==> src/rtl/knight_anim_sequencer.sv <==
// knight_anim_sequencer: animation state/frame, facing, attack hitbox window and damage blink for the knight sprite
// Ports:
//   frame_clk      in   clock, all logic on its rising edge
//   Reset          in   synchronous active-high reset
//   Player_Status  in   0 idle, 1 walk, 2 jump up, 3 down, 4 attack, 5-15 idle
//   Inverse        in   facing request, 0 right, 1 left
//   Player_Life    in   remaining lives
//   Anim_State     out  IDLE=0 WALK=1 RISE=2 FALL=3 ATTACK=4 DEAD=5
//   Anim_Frame     out  frame index within the current state
//   Facing_Left    out  registered facing, frozen during an attack
//   Attack_Active  out  hitbox valid
//   Attack_Done    out  one-cycle pulse when an attack finishes
//   Sprite_Visible out  low during the invisible blink phases
//   Dead           out  death latched until Reset
module knight_anim_sequencer #(
  parameter int STEP_DIV      = 6,
  parameter int IDLE_FRAMES   = 4,
  parameter int WALK_FRAMES   = 6,
  parameter int ATTACK_FRAMES = 5,
  parameter int HIT_FIRST     = 1,
  parameter int HIT_LAST      = 3,
  parameter int COOLDOWN      = 8,
  parameter int BLINK_TICKS   = 60,
  parameter int BLINK_PERIOD  = 4
) (
  input  logic       frame_clk,
  input  logic       Reset,
  input  logic [3:0] Player_Status,
  input  logic       Inverse,
  input  logic [3:0] Player_Life,
  output logic [2:0] Anim_State,
  output logic [2:0] Anim_Frame,
  output logic       Facing_Left,
  output logic       Attack_Active,
  output logic       Attack_Done,
  output logic       Sprite_Visible,
  output logic       Dead
);
  typedef enum logic [2:0] {IDLE = 3'd0, WALK = 3'd1, RISE = 3'd2, FALL = 3'd3, ATTACK = 3'd4, DEAD = 3'd5} state_t;
  localparam int DW = $clog2(STEP_DIV + 1);
  localparam int CW = $clog2(COOLDOWN + 1);
  localparam int BW = $clog2(BLINK_TICKS + 1);
  localparam int PW = $clog2(BLINK_PERIOD + 1);
  localparam logic [DW-1:0] DIV_MAX = DW'(STEP_DIV - 1);
  localparam logic [CW-1:0] CD_LOAD = CW'(COOLDOWN);
  localparam logic [BW-1:0] BL_LOAD = BW'(BLINK_TICKS);
  localparam logic [PW-1:0] PH_MAX  = PW'(BLINK_PERIOD - 1);
  localparam logic [2:0] I_LAST  = 3'(IDLE_FRAMES - 1);
  localparam logic [2:0] W_LAST  = 3'(WALK_FRAMES - 1);
  localparam logic [2:0] A_LAST  = 3'(ATTACK_FRAMES - 1);
  localparam logic [2:0] H_FIRST = 3'(HIT_FIRST);
  localparam logic [2:0] H_LAST  = 3'(HIT_LAST);
  state_t state, nxt, mapped;
  logic [DW-1:0] div, div_nxt;
  logic [CW-1:0] cooldown;
  logic [BW-1:0] blink;
  logic [PW-1:0] phase;
  logic [3:0] prev_life;
  logic [2:0] frame_nxt, frame_adv;
  logic step, done;
  assign Anim_State = state;
  always_comb begin
    mapped = Player_Status == 4'd1 ? WALK : Player_Status == 4'd2 ? RISE : Player_Status == 4'd3 ? FALL : IDLE;
    step = div == DIV_MAX;
    done = 1'b0;
    nxt = state;
    // Death wins over everything, and an attack ignores status until its last tick.
    if (Player_Life == 4'd0 || state == DEAD) nxt = DEAD;
    else if (state == ATTACK) begin
      done = step && Anim_Frame == A_LAST;
      nxt = done ? mapped : ATTACK;
    end else if (Player_Status == 4'd4) nxt = cooldown == '0 ? ATTACK : state;
    else nxt = mapped;
    frame_adv = state == IDLE ? (Anim_Frame == I_LAST ? 3'd0 : Anim_Frame + 3'd1) :
                state == WALK ? (Anim_Frame == W_LAST ? 3'd0 : Anim_Frame + 3'd1) :
                state == RISE || state == FALL ? 3'd1 :
                state == ATTACK ? Anim_Frame + 3'd1 : 3'd0;
    frame_nxt = nxt != state ? 3'd0 : step ? frame_adv : Anim_Frame;
    div_nxt = nxt != state || step ? '0 : div + 1'b1;
  end
  always_ff @(posedge frame_clk) begin
    if (Reset) begin
      state <= IDLE;
      Anim_Frame <= 3'd0;
      div <= '0;
      Facing_Left <= 1'b0;
      Attack_Active <= 1'b0;
      Attack_Done <= 1'b0;
      Dead <= 1'b0;
      cooldown <= '0;
      prev_life <= 4'd0;
      blink <= '0;
      phase <= '0;
      Sprite_Visible <= 1'b1;
    end else begin
      state <= nxt;
      Anim_Frame <= frame_nxt;
      div <= div_nxt;
      Facing_Left <= state == ATTACK ? Facing_Left : Inverse;
      Attack_Active <= nxt == ATTACK && frame_nxt >= H_FIRST && frame_nxt <= H_LAST;
      Attack_Done <= done;
      Dead <= nxt == DEAD;
      cooldown <= done ? CD_LOAD : cooldown != '0 ? cooldown - 1'b1 : '0;
      prev_life <= Player_Life;
      // Outside DEAD a drop implies Player_Life is nonzero, so a drop always (re)starts the blink.
      if (nxt == DEAD) begin
        blink <= '0;
        phase <= '0;
        Sprite_Visible <= 1'b1;
      end else if (Player_Life < prev_life) begin
        blink <= BL_LOAD;
        phase <= '0;
        Sprite_Visible <= 1'b0;
      end else if (blink != '0) begin
        blink <= blink - 1'b1;
        if (blink == BW'(1)) Sprite_Visible <= 1'b1;
        else if (phase == PH_MAX) begin
          Sprite_Visible <= ~Sprite_Visible;
          phase <= '0;
        end else phase <= phase + 1'b1;
      end
    end
  end
endmodule

==> config.mk <==
export PLATFORM = sky130hd
export DESIGN_NAME = knight_anim_sequencer
export DESIGN_NICKNAME = d
export VERILOG_FILES = /design/src/rtl/knight_anim_sequencer.sv
export SDC_FILE = /design/constraint.sdc
export NUM_CORES = 1
export LEC_CHECK = 0
export BUFFER_PORTS_ARGS = -buffer_cell sky130_fd_sc_hd__buf_2
export CORE_MARGIN = 3
export CORE_UTILIZATION = 40
export CTS_BUF_LIST = sky130_fd_sc_hd__clkbuf_16
export DETAILED_ROUTE_END_ITERATION = 10
export GPL_TIMING_DRIVEN = 0
export MAX_ROUTING_LAYER = met4
export PLACE_DENSITY = 0.6
export REMOVE_ABC_BUFFERS = 1
export SYNTH_ARGS = -nofsm -noshare
export SYNTH_HDL_FRONTEND = slang
export SYNTH_SLANG_ARGS = --single-unit
export TNS_END_PERCENT = 100
==> constraint.sdc <==
create_clock -name frame_clk -period 5 [get_ports frame_clk]
set_input_delay 0.25 -clock frame_clk [delete_from_list [all_inputs] [get_ports frame_clk]]
set_output_delay 0.25 -clock frame_clk [all_outputs]
set_load 0.02 [all_outputs]
==> results.ini, run 1 <==
[route]
drt_iter0_drc=51
first_pass_iters=4
vias_per_cell=5.22
drcViolationCount=0
wl_per_cell_microns=12.2
ant_nets=0
wl_microns=3260
vias=1400

[synth]
synth_most_common_cell=dfxtp_1
synthTopCellsByCount=dfxtp_1, nor2_1, inv_1
synth_mux_area_frac=0.0185
synth-seq-area-share=0.366
synthXorXnorAreaFrac=0.0310
synth_top_cell_area_share=0.366
syn_area_sq_mm=0.00169
synth_adder_area_share=0.111
synth_edf_count=0
synth_top_area_cell=dfxtp_1
yosys-top-cells-area=dfxtp_1, ha_1, nor2_1
synthFlopType=dfxtp_1
synthCells=194
synth_compound_area_frac=0.170
ys_types=51
syn_area_per_cell_sq_um=8.73
ys_seq_elements=31
async_reset_ff_frac=0
yosys.area_share.simple=0.250
synth_top_family_by_area=simple AND/OR/NAND/NOR gates
yosys_warnings=0

[power]
p_switching_mw=0.244
p_per_area_mw_per_mm2=422
p_leak_nw=0.854
pwr-share-clk=0.393
p_total_mw=0.845
pwr-share-seq=0.366
vdd_drop_max_v=0.000340
intPower_mw=0.601
p_comb_frac=0.241
sw_frac_of_total=0.289

[clock_network]
hold_buffers=0
postCtsSetupRepairBufs=0
cts_buffers=5
clk_path_buf_depth=2
h-tree-depth=2
clk_pin_slew_ns=0.05
cts_sinks=31
root_buffer=clkbuf_16
cts_tree=built
cts_resized=0
clk_latency_ns=0.27

[timing]
fin_crit_sh=0.456
setup_ws_ns=2.72
hold_viol_final=0
rsz0062_at_grt=no
tightest_slew_ns=0.741
min_period_ns=2.28
setup_viol=0
tns_ns=0
slew_viol_final=0
clock_skew_ns=0.00247
maxSlewHeadroom=0.505
fmax_ghz=0.439

[die]
core_area_sq_mm=0.00406
start_util=0.418
pin_count=22
die_h_microns=71.1
dieArea_sq_mm=0.00505
num_rows=23
dieWidth_microns=71.1

[worst_setup_path]
end_kind=flip-flop
cp.required_ns=5.14
critPathLaunch=cooldown[0]$_SDFF_PP0_
crit_fanout=7
startpoint_type=flip-flop
arrival_ns=2.42
crit_type=flip-flop to flip-flop
r2r_start=cooldown[0]$_SDFF_PP0_

[global_routing]
grt_max_degree=16
grt_pass1_wl_microns=5820
overflow=0
grt_pass1_vias=1306
antenna_found_initial=0
grt_util_all_layers=0.146

[place]
hpwl_microns=2360
pre_cts_slack_ns=2.73
io_buffer_count=21
gp_congestion=0.807

[layout]
fillerInstances=389
syn2layout_area_growth_pct=18.2
antenna_cells=0
drive_gt1_frac=0.179
nets=243

[min_path]
worstHoldStart=Inverse
worst_hold_path_type=primary input to flip-flop

[run_status]
status=complete, no violations

[flow_run]
cap_violations=0

==> metal layers <==
metal / track usage / part of all wire / vias to the layer above
met5: - / 0 / -
met4: 0.0564 / 0.013 / 0
met3: 0.0398 / 0.039 / 5
met2: 0.215 / 0.44 / 23
met1: 0.190 / 0.50 / 649
li1: - / - / 723
==> critical path: stages (launching register included) <==
cell and delay (ns):
dfxtp_1 0.31, inv_1 0.05, ha_1 0.19, nor3b_1 0.64, o21bai_1 0.14, or3_1 0.33
o221ai_2 0.38, nor4_2 0.10
==> per-stage QoR <==
step           std cells   util  cell area [sq um]  hold WS [ns]
2_1_floorplan        189      -               1670         0.317
3_3_place_gp         260  0.453               1840         0.424
3_5_place_dp         260  0.453               1840         0.432
4_1_cts              268  0.494               2000         0.216
5_1_grt              268  0.494               2000         0.257
6_report             268  0.494               2000         0.216
==> path summary, 6_finish.rpt <==
kind,to,slack [ns],cells past startpoint
hold / removal,Facing_Left$_SDFFE_PP0N_,0.22,3
setup / recovery,Attack_Active$_SDFF_PP0_,2.72,7
hold reg to reg,cooldown[0]$_SDFF_PP0_,0.43,1
setup reg to reg,Attack_Active$_SDFF_PP0_,2.72,7
==> flip-flops by register name (all words and copies together) (netlist names) <==
name	count
blink	6
phase	3
cooldown	4
Anim_State	3
Dead	1
Facing_Left	1
Attack_Done	1
div	3
Attack_Active	1
Anim_Frame	3
Sprite_Visible	1
prev_life	4
==> final cells by class <==
class / instances / area, sq um / share of cell area
inverter: 18 / 67.6 / 0.0337
sequential: 31 / 621 / 0.310
clock buffer: 5 / 125 / 0.0625
tap: 50 / 62.6 / 0.0312
timing repair buffer: 21 / 105 / 0.0525
multi-input combinational: 140 / 983 / 0.491
clock inverter: 3 / 38.8 / 0.0194
==> cells in the final DEF (no fill, tap or decap), types with 4 or more instances in the layout <==
cell | Yosys | layout
dfxtp_1 | 31 | 31
buf_2 | 3 | 21
nor2_1 | 20 | 20
inv_1 | 18 | 18
ha_1 | 15 | 15
a21oi_1 | 14 | 14
nand2_1 | 14 | 14
nor2b_1 | 7 | 7
o21ai_0 | 5 | 5
clkbuf_16 | 0 | 5
xnor2_1 | 4 | 4
nor3_1 | 4 | 4
and3_1 | 4 | 4
==> power by group through the flow <==
stage / combinational (mW) / sequential (mW) / clock [mW]
3_5_place_dp: 0.202 / 0.314 / 0
5_1_grt: 0.238 / 0.314 / 0.354
6_report: 0.204 / 0.309 / 0.332
4_1_cts: 0.204 / 0.309 / 0.345
3_3_place_gp: 0.201 / 0.313 / 0
2_1_floorplan: 0.158 / 0.312 / 0
==> cells by family (layout without fill, tap and decap cells) <==
| logic type | after synthesis | in the layout |
|---|---|---|
| AO/OA/AOI/OAI | 41 | 41 |
| AND/OR/NAND/NOR | 75 | 75 |
| multiplexers | 3 | 3 |
| XOR/XNOR | 6 | 6 |
| flip-flops | 31 | 31 |
| adder cells (fa/ha/maj) | 15 | 15 |
| buffers and inverters | 23 | 47 |
Note: power is estimated with default switching activity, not from simulation.
==> run 2, diff against run 1 <==
==> constraint.sdc (replaced) <==
create_clock -name frame_clk -period 2.2 [get_ports frame_clk]
set_input_delay 0.11 -clock frame_clk [delete_from_list [all_inputs] [get_ports frame_clk]]
set_output_delay 0.11 -clock frame_clk [all_outputs]
set_load 0.02 [all_outputs]
==> results.ini, run 2 (synthesis gave the netlist of run 1 again) <==
[timing]
clock_skew_ns=0.00271
tns_ns=0
slew_viol_final=0
min_period_ns=2.04
hold_slack_ns=0.0764
hold_viol_final=0
setup_viol=0
setup_ws_ns=0.164
fmax_ghz=0.491
fin_crit_sh=0.925
tightest_slew_ns=0.729
maxSlewHeadroom=0.514

[min_path]
hold_path_depth=3
worst_hold_path_type=primary input to flip-flop

[layout]
syn2layout_area_growth_pct=20.5
post-route-util=0.503
register_area_sq_um=622
antenna_cells=0
final_cells=270
multi_input_area_sq_mm=0.00101
final_cell_mix=dfxtp_1, buf_2, nor2_1
nets=245
drive_gt1_frac=0.200
fillerInstances=382
top_regs=blink x6, cooldown x4, prev_life x4
top_register=blink
final_common_cell=dfxtp_1
largest_register_ffs=6

[global_routing]
grt_max_degree=16
grt_pass1_vias=1309
overflow=0
grt_pass1_wl_microns=5820
grtUsageMet1=0.189
globalRoute.busiestLayer=met2
antenna_found_initial=0
grt_util_all_layers=0.146
met3_usage=0.0398
grt_use_met2=0.216

[worst_setup_path]
crit_fanout=11
end_kind=flip-flop
cp.required_ns=2.38
startpoint_type=flip-flop
r2r_cells=5
arrival_ns=2.21
crit_type=flip-flop to flip-flop

[power]
p_comb_frac=0.244
p_per_area_mw_per_mm2=946
p_leak_nw=0.871
pwr-share-seq=0.365
pwr-share-clk=0.391
vdd_drop_max_v=0.000795
p_switching_mw=0.558
sw_frac_of_total=0.289
intPower_mw=1.37

[place]
hpwl_microns=2360
pre_cts_slack_ns=-0.0691
gp_congestion=0.807
dp_cells=260
io_buffer_count=21

[die]
dieArea_sq_mm=0.00505
pin_count=22
start_util=0.418
core_area_sq_mm=0.00406
dieWidth_microns=71.1
die_h_microns=71.1
num_rows=23

[route]
vias_per_cell=5.23
drcViolationCount=0
wl_microns=3340
ant_nets=0
first_pass_iters=4
wl_per_cell_microns=12.4
vias=1412
drt_iter0_drc=48

[run_status]
status=complete, no violations

[clock_network]
clk_latency_ns=0.27
hold_buffers=0
cts_tree=built
h-tree-depth=2
clk_pin_slew_ns=0.05
root_buffer=clkbuf_16
clk_path_buf_depth=2
cts_sinks=31
cts_buffers=5

[flow_run]
cap_violations=0

[run 2: cell count changes in the layout (fill, tap and decap cells not counted), sizes merged]
cell  before  now
buf       21   23
[run 2: final timing paths]
kind | start | to | slack, ns
worst max-delay path | Anim_State[2]$_SDFF_PP0_ | Attack_Active$_SDFF_PP0_ | 0.16
worst min-delay path | Inverse | Facing_Left$_SDFFE_PP0N_ | 0.08
worst max register to register | Anim_State[2]$_SDFF_PP0_ | Attack_Active$_SDFF_PP0_ | 0.16
worst min register to register | cooldown[0]$_SDFF_PP0_ | cooldown[0]$_SDFF_PP0_ | 0.43
[run 2: critical path: stages, from the launching register on]
cell and delay [ns]:
dfxtp_1 0.53, nor3b_2 0.43, nand2_1 0.17, a221oi_1 0.44, nand3b_1 0.14, nor4_2 0.23
[run 2: through the flow]
step | area (sq um) | power [mW]
2_1_floorplan | 1670 | 1.07
3_3_place_gp | 1840 | 1.17
3_5_place_dp | 1840 | 1.17
4_1_cts | 2010 | 1.96
5_1_grt | 2040 | 2.07
6_report | 2040 | 1.93
[run 2: final cells by class]
type,instances,share of cell area
tap,50,0.0306
timing repair buffer,23,0.0588
multi-input combinational,140,0.493
clock buffer,5,0.0613
sequential,31,0.305
inverter,18,0.0331
clock inverter,3,0.0190
[run 2: repair_timing]
| item | 4_1_cts | 5_1_grt |
|---|---|---|
| gates resized for setup | 1 | 3 |
| endpoints found under the setup margin | 7 | 7 |
| cloned | 0 | 0 |
| buffers inserted | 0 | 2 |
[run 2: power groups by stage]
stage / combinational [mW] / clock [mW] / sequential (mW)
4_1_cts: 0.470 / 0.783 / 0.705
3_3_place_gp: 0.457 / 0 / 0.712
5_1_grt: 0.550 / 0.805 / 0.717
2_1_floorplan: 0.359 / 0 / 0.710
3_5_place_dp: 0.460 / 0 / 0.714
6_report: 0.471 / 0.755 / 0.705
[run 2: per-layer routing]
layer | wire [microns] | vias up
met5 | 0 | -
met4 | 44 | 0
met3 | 139 | 5
met2 | 1470 | 25
met1 | 1680 | 654
li1 | - | 728
